File: src/rtl/pwm_pkg.sv
// Shared PWM types and default sizing.
//   PWM_N_DEFAULT  : default counter/period/duty width in bits
//   PWM_CH_DEFAULT : default number of channels
//   pwm_mode_e     : counter alignment mode
//   pwm_dir_e      : center-mode count direction
package pwm_pkg;

  localparam int unsigned PWM_N_DEFAULT  = 16;
  localparam int unsigned PWM_CH_DEFAULT = 4;

  typedef enum logic {
    PWM_EDGE   = 1'b0,
    PWM_CENTER = 1'b1
  } pwm_mode_e;

  typedef enum logic {
    DIR_UP   = 1'b0,
    DIR_DOWN = 1'b1
  } pwm_dir_e;

endpackage

File: src/rtl/pwm_chan.sv
// One PWM channel: active duty register, unsigned compare and output flop.
//   clk_i        : clock, rising edge
//   resetn_i     : synchronous active-low reset
//   enable_i     : gates the output low when 0
//   apply_i      : boundary copy strobe, duty_stage_i becomes active
//   duty_stage_i : staged duty value
//   cnt_i        : shared period counter
//   pwm_o        : registered PWM output
module pwm_chan #(
  parameter int unsigned N = pwm_pkg::PWM_N_DEFAULT
) (
  input  logic         clk_i,
  input  logic         resetn_i,
  input  logic         enable_i,
  input  logic         apply_i,
  input  logic [N-1:0] duty_stage_i,
  input  logic [N-1:0] cnt_i,
  output logic         pwm_o
);

  logic [N-1:0] duty_q;
  logic [N-1:0] duty_eff_c;

  // The boundary cycle already belongs to the new period, so it compares
  // against the value being made active rather than the outgoing one.
  assign duty_eff_c = apply_i ? duty_stage_i : duty_q;

  // Active duty register and output flop.
  always_ff @(posedge clk_i) begin
    if (!resetn_i) begin
      duty_q <= '0;
      pwm_o  <= 1'b0;
    end else begin
      if (apply_i) begin
        duty_q <= duty_stage_i;
      end
      pwm_o <= enable_i && (cnt_i < duty_eff_c);
    end
  end

endmodule

File: src/rtl/pwm_multi_n.sv
// Multi-channel PWM generator with shared edge/center-aligned counter and
// boundary-synchronised double-buffered period, mode and duty.
//   clk_i          : clock, rising edge
//   resetn_i       : synchronous active-low reset
//   enable_i       : run counter when 1, hold at 0 and drive outputs low when 0
//   load_i         : capture period_i/mode_i/duty_i into staging
//   period_i       : period value P
//   mode_i         : 0 edge-aligned, 1 center-aligned
//   duty_i         : channel k duty in bits [k*N +: N]
//   pwm_o          : registered PWM outputs
//   period_start_o : one-cycle pulse after each period boundary
//   load_ack_o     : one-cycle pulse after staged values become active
module pwm_multi_n
  import pwm_pkg::*;
#(
  parameter int unsigned N  = PWM_N_DEFAULT,
  parameter int unsigned CH = PWM_CH_DEFAULT
) (
  input  logic          clk_i,
  input  logic          resetn_i,
  input  logic          enable_i,
  input  logic          load_i,
  input  logic [N-1:0]  period_i,
  input  logic          mode_i,
  input  logic [CH*N-1:0] duty_i,
  output logic [CH-1:0] pwm_o,
  output logic          period_start_o,
  output logic          load_ack_o
);

  // Counter state.
  logic [N-1:0] cnt_q, cnt_d;
  pwm_dir_e     dir_q, dir_d;

  // Staging and active configuration.
  logic [N-1:0]   stg_period_q;
  pwm_mode_e      stg_mode_q;
  logic [CH*N-1:0] stg_duty_q;
  logic           pending_q;
  logic [N-1:0]   act_period_q;
  pwm_mode_e      act_mode_q;

  logic         boundary_c;
  logic         apply_c;
  logic [N-1:0] eff_period_c;
  pwm_mode_e    eff_mode_c;

  // A disabled cycle is always a boundary, so pending loads apply while idle.
  assign boundary_c   = !enable_i || (cnt_q == '0);
  assign apply_c      = boundary_c && pending_q;
  assign eff_period_c = apply_c ? stg_period_q : act_period_q;
  assign eff_mode_c   = apply_c ? stg_mode_q : act_mode_q;

  // Counter/direction state register.
  always_ff @(posedge clk_i) begin
    if (!resetn_i) begin
      cnt_q <= '0;
      dir_q <= DIR_UP;
    end else begin
      cnt_q <= cnt_d;
      dir_q <= dir_d;
    end
  end

  // Counter next-state: edge wraps at P, center reflects at P and at 1.
  always_comb begin
    cnt_d = cnt_q;
    dir_d = dir_q;
    if (!enable_i) begin
      cnt_d = '0;
      dir_d = DIR_UP;
    end else if (eff_mode_c == PWM_EDGE) begin
      dir_d = DIR_UP;
      cnt_d = (cnt_q >= eff_period_c) ? '0 : cnt_q + N'(1);
    end else if (eff_period_c == '0) begin
      cnt_d = '0;
      dir_d = DIR_UP;
    end else if (dir_q == DIR_UP || apply_c) begin
      // A freshly applied configuration always starts counting up from 0.
      if (cnt_q >= eff_period_c) begin
        if (eff_period_c == N'(1)) begin
          cnt_d = '0;
          dir_d = DIR_UP;
        end else begin
          cnt_d = eff_period_c - N'(1);
          dir_d = DIR_DOWN;
        end
      end else begin
        cnt_d = cnt_q + N'(1);
        dir_d = DIR_UP;
      end
    end else begin
      if (cnt_q <= N'(1)) begin
        cnt_d = '0;
        dir_d = DIR_UP;
      end else begin
        cnt_d = cnt_q - N'(1);
        dir_d = DIR_DOWN;
      end
    end
  end

  // Staging, pending flag, active period/mode and status pulses.
  always_ff @(posedge clk_i) begin
    if (!resetn_i) begin
      stg_period_q   <= '0;
      stg_mode_q     <= PWM_EDGE;
      stg_duty_q     <= '0;
      pending_q      <= 1'b0;
      act_period_q   <= '0;
      act_mode_q     <= PWM_EDGE;
      period_start_o <= 1'b0;
      load_ack_o     <= 1'b0;
    end else begin
      if (apply_c) begin
        act_period_q <= stg_period_q;
        act_mode_q   <= stg_mode_q;
      end
      // A load in the apply cycle overwrites staging only after the copy.
      if (load_i) begin
        stg_period_q <= period_i;
        stg_mode_q   <= pwm_mode_e'(mode_i);
        stg_duty_q   <= duty_i;
        pending_q    <= 1'b1;
      end else if (apply_c) begin
        pending_q <= 1'b0;
      end
      period_start_o <= enable_i && (cnt_q == '0);
      load_ack_o     <= apply_c;
    end
  end

  // Per-channel duty register, compare and output flop.
  for (genvar k = 0; k < int'(CH); k++) begin : g_chan
    pwm_chan #(
      .N (N)
    ) u_chan (
      .clk_i        (clk_i),
      .resetn_i     (resetn_i),
      .enable_i     (enable_i),
      .apply_i      (apply_c),
      .duty_stage_i (stg_duty_q[k*N +: N]),
      .cnt_i        (cnt_q),
      .pwm_o        (pwm_o[k])
    );
  end

endmodule

File: config.mk
export PLATFORM = sky130hd
export DESIGN_NAME = pwm_multi_n
export DESIGN_NICKNAME = d
export VERILOG_FILES = /design/src/rtl/pwm_pkg.sv /design/src/rtl/pwm_chan.sv /design/src/rtl/pwm_multi_n.sv
export SDC_FILE = /design/constraint.sdc
export NUM_CORES = 1
export LEC_CHECK = 0
export BUFFER_PORTS_ARGS = -buffer_cell sky130_fd_sc_hd__buf_2
export CAP_MARGIN = 20
export CORE_ASPECT_RATIO = 0.6
export CORE_MARGIN = 2
export CORE_UTILIZATION = 38
export CTS_BUF_LIST = sky130_fd_sc_hd__clkbuf_8
export CTS_CLUSTER_SIZE = 30
export DETAILED_ROUTE_END_ITERATION = 7
export PLACE_DENSITY = 0.6
export REMOVE_ABC_BUFFERS = 1
export SLEW_MARGIN = 40
export SYNTH_ARGS = -nofsm -noshare
export SYNTH_HDL_FRONTEND = slang
export SYNTH_SLANG_ARGS = --single-unit
File: constraint.sdc
create_clock -name clk_i -period 5.9 [get_ports clk_i]
set_input_delay 1.18 -clock clk_i [delete_from_list [all_inputs] [get_ports clk_i]]
set_output_delay 1.18 -clock clk_i [all_outputs]
set_load 0.01 [all_outputs]
Yosys cells after proc, flatten, opt, wreduce, memory -nomap -nowiden. Cells that the tools add are included.

Flip-flop bits (word level): 186. Output and inout port bits: 6.

Add/subtract/negate cells: 3. $lt $le $gt $ge: 6. Equal/unequal tests: 1. Mux-type cells: 19. Bitwise operators: 4. Reductions and logical operators: 14.

Operators with widths (count): $mux 16 (12); $lt 16x16->1 (4); $logic_not 16->1 (2); $sub 16x1->16 const B (2); $add 16x1->16 const B (1); $eq 16x1->1 const B (1); $ge 16x16->1 (1); $le 16x1->1 const B (1); $mux 1 (7); $logic_and 1x1->1 (6); $not 1->1 (4); $reduce_or 4->1 (1); $logic_or 1x1->1 (2); $reduce_and 2->1 (1); $reduce_bool 2->1 (1); $logic_not 1->1 (1).

Logic depth before layout (Yosys ltp). Gate-level depths: netlist of the first run.

Depth after elaboration: 10. Depth in mapped cells: 19.

By module. A second synthesis of the first run with hierarchy kept.

Cells, all modules: 1005. Area, all modules: 9675.5 um^2.

Modules (own cells, without submodules): pwm_multi_n (instances 1, cells each 650, area an instance 5893.2 um^2, sequential area each 2362.3 um^2); pwm_chan at g_chan[1].u_chan ... (instances 2, cells each 88, area an instance 939.7 um^2, sequential area each 340.3 um^2); pwm_chan at g_chan[0].u_chan (instances 1, cells each 88, area an instance 954.7 um^2, sequential area each 340.3 um^2); pwm_chan at g_chan[2].u_chan (instances 1, cells each 91, area an instance 948.4 um^2, sequential area each 340.3 um^2).

Worst setup path after synthesis of the first run. No wires, ideal clock.

Path type: input to register. Start: input port enable_i. End: register cnt_q[6]. Arrival: 4525 ps. Data required time: 5837 ps. Path slack: 1312 ps. Stages on the path: 16. Path buffers: 5. Cell sequence: nand2b_1 o41a_4 buf_6 buf_2 clkbuf_1 buf_2 mux2i_1 ha_1 a21o_1 a221oi_1 o21ai_0 a221oi_1 nand3_1 buf_2 or4_1 nand3_1.

Cells in the longest elaborated chain, start to end: 10. Elaborated cells on any way between the ends: 17. Classes of those cells: 1 x add/sub; 1 x order compare; 1 x eq/ne; 8 x mux; 6 x reduce/logical.

RTL lines: start: declaration (RTL line pwm_multi_n.sv:21) `input logic enable_i,`; $logic_not 1->1; $logic_or 1x1->1 (RTL line pwm_multi_n.sv:49) `assign boundary_c = !enable_i || (cnt_q == '0);`; $logic_and 1x1->1 (RTL line pwm_multi_n.sv:50) `assign apply_c = boundary_c && pending_q;`; $mux 16; $sub 16x1->16 / $eq 16x1->1 (equally long branches) (RTL line pwm_multi_n.sv:85, pwm_multi_n.sv:81); $mux 16 (RTL line pwm_multi_n.sv:81) `if (eff_period_c == N'(1)) begin`; $mux 16 (RTL line pwm_multi_n.sv:80) `if (cnt_q >= eff_period_c) begin`; $mux 16 (RTL line pwm_multi_n.sv:78) `end else if (dir_q == DIR_UP || apply_c) begin`; $mux 16 (RTL line pwm_multi_n.sv:75) `end else if (eff_period_c == '0) begin`; $mux 16 (RTL line pwm_multi_n.sv:72) `end else if (eff_mode_c == PWM_EDGE) begin`; end signal: assignment (RTL line pwm_multi_n.sv:60) `cnt_q <= cnt_d;`; end: declaration (RTL line pwm_multi_n.sv:32) `logic [N-1:0] cnt_q, cnt_d;`.

Parallel ways exist; a longest one is shown, timed or not. A chain may end at the register's enable or synchronous reset.

Final worst setup path of the first run.
Start: register cnt_q[7]. End: register cnt_q[9].

Cells in the longest elaborated chain, start to end: 10. Elaborated cells on any way between the ends: 20. Classes of those cells: 3 x add/sub; 2 x order compare; 1 x eq/ne; 9 x mux; 5 x reduce/logical.

RTL lines (RTL line): $logic_not 16->1 (pwm_multi_n.sv:49); $logic_or 1x1->1 (pwm_multi_n.sv:49); $logic_and 1x1->1 (pwm_multi_n.sv:50); $mux 16; $sub 16x1->16 / $eq 16x1->1 (equally long branches) (pwm_multi_n.sv:85, pwm_multi_n.sv:81); $mux 16 (pwm_multi_n.sv:81); $mux 16 (pwm_multi_n.sv:80); $mux 16 (pwm_multi_n.sv:78); $mux 16 (pwm_multi_n.sv:75); $mux 16 (*) (pwm_multi_n.sv:72).

Mark *: on every way between the ends. The rest lies on a longest branch, timed or not.

==> metrics.yaml, run 1 <==
run_status:
  status: "complete, no violations"
die:
  num_io_pins: 91
  die_w_um: 208
  dieArea_sq_um: 26200
  start_util_pct: 38.9
  rows: 44
  die_h_um: 126
  core_sq_um: 24300
clock_tree:
  clk_latency_ns: 0.50
  post_cts_buffers: 0
  root_buffer: "clkbuf_8"
  numCtsBuffers: 17
  cts.path.max_buffers: 2
  path_clk_slew_ns: 0.11
  post_cts_resized: 0
  cts_tree: "done"
  numClockSinks: 186
  hold_buffers: 0
  cts.htree.levels: 4
setup_path:
  path_class: "flip-flop to flip-flop"
  ff2ff_path_depth: 12
  cp.arrival_ns: 5.50
  crit_path_max_fanout: 37
  cp-start-kind: "flip-flop"
  crit_required_ns: 6.35
  end_kind: "flip-flop"
cells_and_area:
  diodes: 0
  fin_nets: 1238
  fin_util_pct: 43.5
  drive_gt1_share_pct: 14.9
  synthToLayoutAreaGrowth_pct: 11.8
route:
  drt_iter0_markers: 516
  via_count: 7556
  postRouteAntennaNets: 0
  first_pass_iters: 4
  viasPerCell: 5.37
  finalWirelength_um: 25800
  wl_per_cell_um: 18.3
  drc_errors: 0
timing:
  rsz0062_at_grt: "false"
  layout_setup_ws_ns: 0.852
  post-route-min-period_ns: 5.05
  fmax_mhz: 198
  setup_tns_ns: 0
  hold_ws_ns: 0.502
  setup_viol: 0
  hold_viol: 0
  skew_ns: 0.0156
  tightestPinTransition_ns: 0.870
  drv_slew: 0
  fin_crit_sh_pct: 85.6
  relSlewSlack_pct: 41.4
placed_design:
  port_buffers: 90
  place.detailed.hpwl_um: 18500
  place_ws_ns: 0.986
  gp_congestion: 0.926
job:
  drv_cap: 0
power_and_ir_drop:
  powerDensity_nw_per_um2: 423
  p_leak_nw: 5.15
  power_mw: 4.47
  irDropWorstVdd_mv: 0.268
yosys:
  ys.warnings.count: 0
  synth_ff_type: "dfxtp_1"
  synth_cell_types: 62
  ys_async_sr_fraction_pct: 0
  syn_inst: 1005
  ys_ff_latch: 186
  synth_seq_area_share_pct: 39.3
  syn_avg_cell_area_sq_um: 9.42
  netlist_area_sq_um: 9470
  synth_edf_count: 0
worst_hold_path:
  min_path_cells: 2
  min_path_type: "flip-flop to flip-flop"
grt:
  grt_max_degree: 71
  grt_pass1_vias: 7187
  track_usage_pct: 19.8
  grt_first_pass_wirelength_um: 40500
  antenna_found_initial: 0
  gr-total-overflow: 0
cells in the mapped netlist (5+ instances only):
library cell | number | area share [%]
nor3_1 | 23 | 1.2
and3_1 | 16 | 1.1
a21o_1 | 16 | 1.3
nand3_1 | 20 | 1.1
nor2_1 | 195 | 7.7
nor4_1 | 13 | 0.86
mux2i_1 | 162 | 17
xnor2_1 | 8 | 0.74
a21oi_1 | 22 | 1.2
buf_2 | 15 | 0.79
a311oi_1 | 5 | 0.46
nand4_1 | 22 | 1.5
nand2b_1 | 7 | 0.46
or2_2 | 6 | 0.40
o311a_1 | 9 | 0.95
or4_1 | 6 | 0.48
ha_1 | 80 | 11
o22ai_1 | 6 | 0.40
xor2_1 | 10 | 0.92
buf_4 | 5 | 0.40
o21ai_0 | 23 | 1.2
dfxtp_1 | 186 | 39
inv_1 | 8 | 0.32
clkbuf_1 | 34 | 1.3
nand2_1 | 29 | 1.1
a31oi_1 | 6 | 0.40
o311ai_0 | 5 | 0.46
critical path, stage by stage, from the launching register on:
cell      delay (ns)
dfxtp_1         0.55
or4_4           0.68
o41a_4          0.66
mux2i_1         0.37
ha_1            0.30
a21o_1          0.18
a221oi_1        0.27
o21ai_0         0.21
a221oi_1        0.36
nand3_1         0.51
buf_4           0.36
o311ai_0        0.35
a22o_1          0.18
cell usage in the layout (no fill, tap or decap), types with 5 or more instances in the layout:
cell type | synthesis | final
buf_2 | 15 | 89
nand2b_1 | 7 | 7
a31oi_1 | 6 | 6
nand2_1 | 29 | 29
xnor2_1 | 8 | 8
o311a_1 | 9 | 9
or4_1 | 6 | 6
a21o_1 | 16 | 16
clkbuf_8 | 0 | 18
ha_1 | 80 | 80
a311oi_1 | 5 | 5
nor4_1 | 13 | 13
mux2i_1 | 162 | 162
nor2_1 | 195 | 194
dfxtp_1 | 186 | 186
nand3_1 | 20 | 20
buf_4 | 5 | 18
o311ai_0 | 5 | 5
and3_1 | 16 | 16
o21ai_0 | 23 | 23
a21oi_1 | 22 | 22
o22ai_1 | 6 | 6
clkinv_2 | 0 | 5
inv_1 | 8 | 8
or2_2 | 6 | 6
xor2_1 | 10 | 10
nor3_1 | 23 | 22
nand4_1 | 22 | 22
state kept, by name, summed over array words and instances (netlist names):
| register | count |
|---|---|
| g_chan.u_chan.duty_q | 64 |
| stg_duty_q | 64 |
| act_period_q | 16 |
| cnt_q | 16 |
| stg_period_q | 16 |
| g_chan.u_chan.pwm_o | 4 |
| act_mode_q | 1 |
| dir_q | 1 |
| load_ack_o | 1 |
| pending_q | 1 |
| period_start_o | 1 |
| stg_mode_q | 1 |
routing by layer:
metal | routed length (um) | global-route usage, % | part of all wire (%)
met2 | 10000 | 26.4 | 39
met1 | 13500 | 30.3 | 53
met3 | 1920 | 5.66 | 7.4
met4 | 278 | 5.38 | 1.1
met5 | 0 | 0 | 0
cells by family (layout without fill, tap and decap cells):
family / count (synthesis) / after routing / share of synthesized area, %
flip-flops: 186 / 186 / 39.3
buffers and inverters: 69 / 150 / 3.45
AO/OA/AOI/OAI: 125 / 125 / 9.47
AND/OR/NAND/NOR: 361 / 361 / 17.9
adder cells (fa/ha/maj): 80 / 80 / 10.6
XOR/XNOR: 18 / 18 / 1.66
multiplexers: 166 / 166 / 17.6
worst paths after layout:
kind	endpoint	slack, ns	startpoint
setup reg to reg	cnt_q[9]	0.85	cnt_q[7]
hold reg to reg	stg_duty_q[7]	0.50	stg_duty_q[7]
hold / removal	stg_duty_q[7]	0.50	stg_duty_q[7]
setup / recovery	cnt_q[9]	0.85	cnt_q[7]
power by group:
| group | internal (mW) | switching (mW) |
|---|---|---|
| combinational | 0.801 | 1.32 |
| clock | 0.389 | 0.492 |
| sequential | 1.38 | 0.0974 |
| total | 2.57 | 1.90 |
through the flow:
stage          cell area (sq um)  cells
2_1_floorplan               9180    945
3_3_place_gp               10200   1376
3_5_place_dp               10200   1376
4_1_cts                    10600   1408
5_1_grt                    10600   1408
6_report                   10600   1408
layout make-up:
cell class / count / area (sq um)
Tap cell: 322 / 403
Inverter: 9 / 36.3
Clock inverter: 14 / 144
Clock buffer: 18 / 248
Fill cell: 2424 / 13700
Timing Repair Buffer: 109 / 603
Sequential cell: 186 / 3720
Multi-Input combinational cell: 750 / 5430
Power figures use the tool's default switching activity.
==> run 2, diff against run 1 <==
Settings changed: REMOVE_ABC_BUFFERS 1 to default.
==> run 2 against run 1 <==
  * First-iteration DRC count increased by 23%
  * Maximum frequency increased by 5.6%
  * Count of clock-buffer cells in the layout unchanged
  * Clock power increased by 2.6%
  * Sequential power about the same
  * Clock skew increased by 0.0011 ns
  * Critical path type unchanged
  * Sequential share of layout area decreased by 0.17 points
  * Sequential cell count unchanged
  * Wire length decreased by 3.0%
  * Critical path depth unchanged
==> metrics.yaml, run 2 (same netlist as run 1, synthesis figures left out) <==
setup_path:
  cp.arrival_ns: 5.18  # -0.32 ns
  cp_common_cell: "a221oi_1"
  crit_end: "cnt_q[7]"
  crit_path_max_fanout: 29  # -22%
  cp-start-kind: "flip-flop"
  r2r_end: "cnt_q[7]"
  end_kind: "flip-flop"
  crit_path_max_incr_delay_ns: 0.68  # about the same
  crit_path_cell_trace: "buf_4, or4_4, o41a_4, mux2i_1, ha_1, a21o_1, a221oi_1, o21ai_0, a221oi_1, nand3_1, and3_1, a221o_1"
  crit_required_ns: 6.30  # -0.05 ns
  path_class: "flip-flop to flip-flop"
  critPathLaunch: "cnt_q[9]"
  ff2ff_path_depth: 12  # unchanged
  r2r_slack_ns: 1.12  # +0.27 ns
  reg2reg_from: "cnt_q[9]"
  crit_slowest_cell: "o41a_4"
job:
  drv_cap: 0  # unchanged
grt:
  grt_first_pass_wirelength_um: 40700  # +0.55%
  antenna_found_initial: 0  # unchanged
  gr-total-overflow: 0  # unchanged
  gr-usage-met3_pct: 5.06  # -0.60 points
  grt_pass1_vias: 7288  # +1.4%
  use_met1_pct: 29.9  # -0.35 points
  track_usage_pct: 19.8  # about the same
  grtUsageMet2_pct: 27.3  # +0.86 points
  busiest_layer: "met1"
  grt_max_degree: 71  # unchanged
cells_and_area:
  mostFrequentLayoutCells: "195 x nor2_1, 186 x dfxtp_1, 162 x mux2i_1"
  drive_gt1_share_pct: 15.1  # +0.14 points
  final_common_cell: "nor2_1"
  diodes: 0  # unchanged
  fin_nets: 1241  # +0.24%
  reg_top3: "g_chan.u_chan.duty_q x64, stg_duty_q x64"
  synthToLayoutAreaGrowth_pct: 12.3
  fillers: 2384  # -1.7%
clock_tree:
  numClockSinks: 186  # unchanged
  cts_tree: "done"
  cts.path.max_buffers: 2  # unchanged
  numCtsBuffers: 17  # unchanged
  clk_latency_ns: 0.51  # about the same
  post_cts_buffers: 0  # unchanged
  root_buffer: "clkbuf_8"
  hold_buffers: 0  # unchanged
  cts.htree.levels: 4  # unchanged
  path_clk_slew_ns: 0.10  # about the same
  post_cts_resized: 0  # unchanged
route:
  finalWirelength_um: 25000  # -3.0%
  drc_errors: 0  # unchanged
  via_count: 7606  # +0.66%
  postRouteAntennaNets: 0  # unchanged
  viasPerCell: 5.39  # +0.45%
  first_pass_iters: 5  # +1
  drt_iter0_markers: 636  # +23%
  wl_per_cell_um: 17.7  # -3.2%
die:
  num_io_pins: 91  # unchanged
  die_w_um: 208  # unchanged
  rows: 44  # unchanged
  die_h_um: 126  # unchanged
  start_util_pct: 38.9  # unchanged
  dieArea_sq_um: 26200  # unchanged
  core_sq_um: 24300  # unchanged
run_status:
  status: "complete, no violations"
timing:
  tightestPinTransition_ns: 0.790  # -0.0807 ns
  relSlewSlack_pct: 47.2  # +5.8 points
  post-route-min-period_ns: 4.78  # -0.268 ns
  hold_viol: 0  # unchanged
  skew_ns: 0.0167  # +0.00107 ns
  layout_setup_ws_ns: 1.12  # +0.268 ns
  setup_tns_ns: 0  # unchanged
  fin_crit_sh_pct: 81.0  # -4.6 points
  drv_slew: 0  # unchanged
  fmax_mhz: 209  # +5.6%
  rsz0062_at_grt: "false"
  setup_viol: 0  # unchanged
worst_hold_path:
  min_path_type: "flip-flop to flip-flop"
placed_design:
  place_ws_ns: 0.948  # -0.0378 ns
  gp_congestion: 0.988  # +6.7%
  port_buffers: 90  # unchanged
  place.detailed.hpwl_um: 18100  # -1.8%
power_and_ir_drop:
  powerDensity_nw_per_um2: 414  # -2.1%
  power_mw: 4.40  # -1.6%
  irDropWorstVdd_mv: 0.331  # +24%
  p_leak_nw: 5.17  # +0.53%
yosys:
  synth_nets: 1170
-- run 2: layer usage --
layer,share of wire (%),vias up
met2,40,246
met1,52,3550
met3,7.0,31
li1,-,3779
met5,0,-
met4,1.4,0
-- run 2: critical path: cells and delay by family, from the launching register on --
family,cells,cell delay [ns]
compound gates,6,1.97
fa+ha+maj,1,0.30
buf+inv,1,0.19
flops,1,0.31
mux,1,0.35
simple gates,3,1.55
-- run 2: stage by stage --
| step | util, % | std cells | hold slack, ns | cell area, sq um |
|---|---|---|---|---|
| after detailed placement | 41.9 | 1379 | 0.482 | 10200 |
| after global placement | 41.9 | 1379 | 0.479 | 10200 |
| final | 43.7 | 1411 | 0.504 | 10600 |
| after CTS | 43.7 | 1411 | 0.509 | 10600 |
| after floorplan | - | 1005 | 0.456 | 9470 |
| after global routing | 43.7 | 1411 | 0.519 | 10600 |
-- run 2: worst min-delay path by stage --
stage / startpoint / slack (ns) / depth (start not counted) / end
6_report: stg_duty_q[57] / 0.50 / 2 / stg_duty_q[57]
5_1_grt: stg_duty_q[5] / 0.52 / 2 / stg_duty_q[5]
4_1_cts: stg_duty_q[7] / 0.51 / 2 / stg_duty_q[7]
3_5_place_dp: stg_duty_q[57] / 0.48 / 2 / stg_duty_q[57]
3_3_place_gp: stg_duty_q[12] / 0.48 / 2 / stg_duty_q[12]
2_1_floorplan: stg_duty_q[32] / 0.46 / 2 / stg_duty_q[32]
-- run 2: report_power, final --
part	switching [mW]	leakage (nW)	total (mW)	internal [mW]
combinational	1.26	3.44	2.04	0.783
clock	0.532	0.208	0.904	0.373
sequential	0.0734	1.52	1.45	1.38
total	1.87	5.17	4.40	2.53
-- run 2: area by class of cell --
type                    instances  area, sq um  share of cell area, %
inverters                       9         36.3                  0.341
clock inverters                14          176                   1.66
multi-input cells             750         5420                   51.0
well taps                     322          403                   3.79
flip-flops and latches        186         3720                   35.0
repair buffers                112          626                   5.88
clock buffers                  18          248                   2.33
==> run 3, diff against run 2 <==
Clock period 5.9 ns to 5 ns, I/O delays scaled along.
==> run 3 against run 2 <==
  * Clock skew grew 0.0041 ns
  * Wire length grew 2.4%
  * Die area is the same
  * Non-clock buffer count grew 4
  * Combinational power grew 22%
  * Register-to-register slack lost 0.79 ns
  * Worst hold slack gained 0.00095 ns
  * Sequential power grew 19%
  * Global-route usage shrank 0.23 points
  * Total power grew 23%
  * Final area grew 0.85%
  * Critical path type unchanged
==> metrics.yaml, run 3 (same netlist as run 1, synthesis figures left out) <==
run_status:
  status: "complete, no violations"
setup_path:
  end_kind: "flip-flop"
  cp_common_cell: "a221oi_1"
  r2r_end: "cnt_q[7]"
  crit_slowest_cell: "o41a_4"
  ff2ff_path_depth: 12  # unchanged
  path_class: "flip-flop to flip-flop"
  critPathLaunch: "cnt_q[9]"
  cp.arrival_ns: 5.06  # -0.12 ns
  crit_path_cell_trace: "or4_4, o41a_4, mux2i_1, ha_1, a21o_1, a221oi_1, o21ai_0, a221oi_1, nand3_1, buf_4, and3_1, a221o_1"
  reg2reg_from: "cnt_q[9]"
  crit_required_ns: 5.39  # -0.91 ns
  crit_path_max_incr_delay_ns: 0.70  # +0.02 ns
  crit_path_max_fanout: 33  # +14%
  cp-start-kind: "flip-flop"
  r2r_slack_ns: 0.33  # -0.79 ns
clock_tree:
  numClockSinks: 186  # unchanged
  cts.htree.levels: 4  # unchanged
  clk_latency_ns: 0.50  # about the same
  hold_buffers: 0  # unchanged
  post_cts_buffers: 0  # unchanged
  path_clk_slew_ns: 0.10  # about the same
  numCtsBuffers: 17  # unchanged
  root_buffer: "clkbuf_8"
  cts.path.max_buffers: 2  # unchanged
  cts_tree: "done"
  post_cts_resized: 0  # unchanged
timing:
  skew_ns: 0.0208  # +0.00410 ns
  setup_tns_ns: 0  # unchanged
  layout_setup_ws_ns: 0.327  # -0.794 ns
  hold_viol: 0  # unchanged
  hold_ws_ns: 0.505  # +0.000948 ns
  relSlewSlack_pct: 42.5  # -4.6 points
  fin_crit_sh_pct: 93.5  # +12 points
  tightestPinTransition_ns: 0.853  # +0.0635 ns
  fmax_mhz: 214  # +2.3%
  rsz0062_at_grt: "false"
  setup_viol: 0  # unchanged
  drv_slew: 0  # unchanged
  post-route-min-period_ns: 4.67  # -0.106 ns
route:
  wl_per_cell_um: 18.1  # +2.1%
  viasPerCell: 5.38  # -0.28%
  drt_iter0_markers: 598  # -6.0%
  finalWirelength_um: 25600  # +2.4%
  drc_errors: 0  # unchanged
  via_count: 7606  # unchanged
  postRouteAntennaNets: 0  # unchanged
  first_pass_iters: 4  # -1
power_and_ir_drop:
  powerDensity_nw_per_um2: 506  # +22%
  irDropWorstVdd_mv: 0.357  # +7.9%
  p_leak_nw: 5.23  # +1.1%
  power_mw: 5.43  # +23%
yosys:
  synth_nets: 1170  # unchanged
die:
  die_w_um: 208  # unchanged
  core_sq_um: 24300  # unchanged
  rows: 44  # unchanged
  num_io_pins: 91  # unchanged
  die_h_um: 126  # unchanged
  dieArea_sq_um: 26200  # unchanged
  start_util_pct: 38.9  # unchanged
grt:
  grt_first_pass_wirelength_um: 40300  # -1.0%
  grt_max_degree: 87  # +23%
  gr-total-overflow: 0  # unchanged
  grt_pass1_vias: 7223  # -0.89%
  antenna_found_initial: 0  # unchanged
  track_usage_pct: 19.5  # -0.23 points
worst_hold_path:
  hp-start: "stg_duty_q[38]"
  min_path_type: "flip-flop to flip-flop"
  holdPathEnd: "stg_duty_q[38]"
  min_path_cells: 2  # unchanged
cells_and_area:
  drive_gt1_share_pct: 15.3  # +0.22 points
  diodes: 0  # unchanged
  stdcell_count: 1415  # +0.28%
  reg_top3: "g_chan.u_chan.duty_q x64, stg_duty_q x64"
  fin_nets: 1245  # +0.32%
  fillers: 2355  # -1.2%
  final_common_cell: "nor2_1"
  mostFrequentLayoutCells: "195 x nor2_1, 186 x dfxtp_1, 162 x mux2i_1"
  synthToLayoutAreaGrowth_pct: 13.3
  multiInputGateArea_sq_um: 5420  # unchanged
  fin_util_pct: 44.1  # +0.37 points
  ff_latch_area_sq_um: 3720  # unchanged
  fin_area_sq_um: 10700  # +0.85%
placed_design:
  placed_cells: 1383  # +0.29%
  place_ws_ns: 0.564  # -0.384 ns
  port_buffers: 90  # unchanged
  place.detailed.hpwl_um: 18500  # +2.0%
  gp_congestion: 0.977  # -1.1%
  place_area_sq_um: 10200  # +0.42%
job:
  drv_cap: 0  # unchanged
==> run 3: cell type report <==
type                            instances  area share, %
Multi-Input combinational cell        750           50.6
Sequential cell                       186           34.7
Timing Repair Buffer                  116           6.16
Tap cell                              322           3.76
Clock buffer                           18           2.31
Clock inverter                         14           2.13
Inverter                                9          0.362
==> run 3: power breakdown <==
part	switching (mW)	internal [mW]
clock	0.601	0.622
sequential	0.103	1.63
combinational	1.53	0.949
total	2.23	3.20
==> run 3: worst max-delay path by stage <==
stage	slack (ns)	endpoint
after floorplan	0.59	cnt_q[6]
after global placement	0.63	cnt_q[7]
after detailed placement	0.56	cnt_q[7]
after CTS	0.43	cnt_q[7]
after global routing	0.19	cnt_q[7]
final	0.33	cnt_q[7]
==> run 3: routing by layer <==
metal,part of all wire (%),vias up,track usage [%]
li1,-,3782,-
met2,40,256,27.0
met4,1.2,0,4.88
met1,51,3540,29.0
met3,8.2,28,6.28
met5,0,-,0
==> run 3: worst max-delay path: cells and delay by family, from the launching register on <==
kind                       cells  cell delay, ns
AOI/OAI and AO/OA              6            2.17
and+or+nand+nor                3            0.95
DFF                            1            0.51
muxes                          1            0.36
adders and majority gates      1            0.31
buffers and inverters          1            0.24
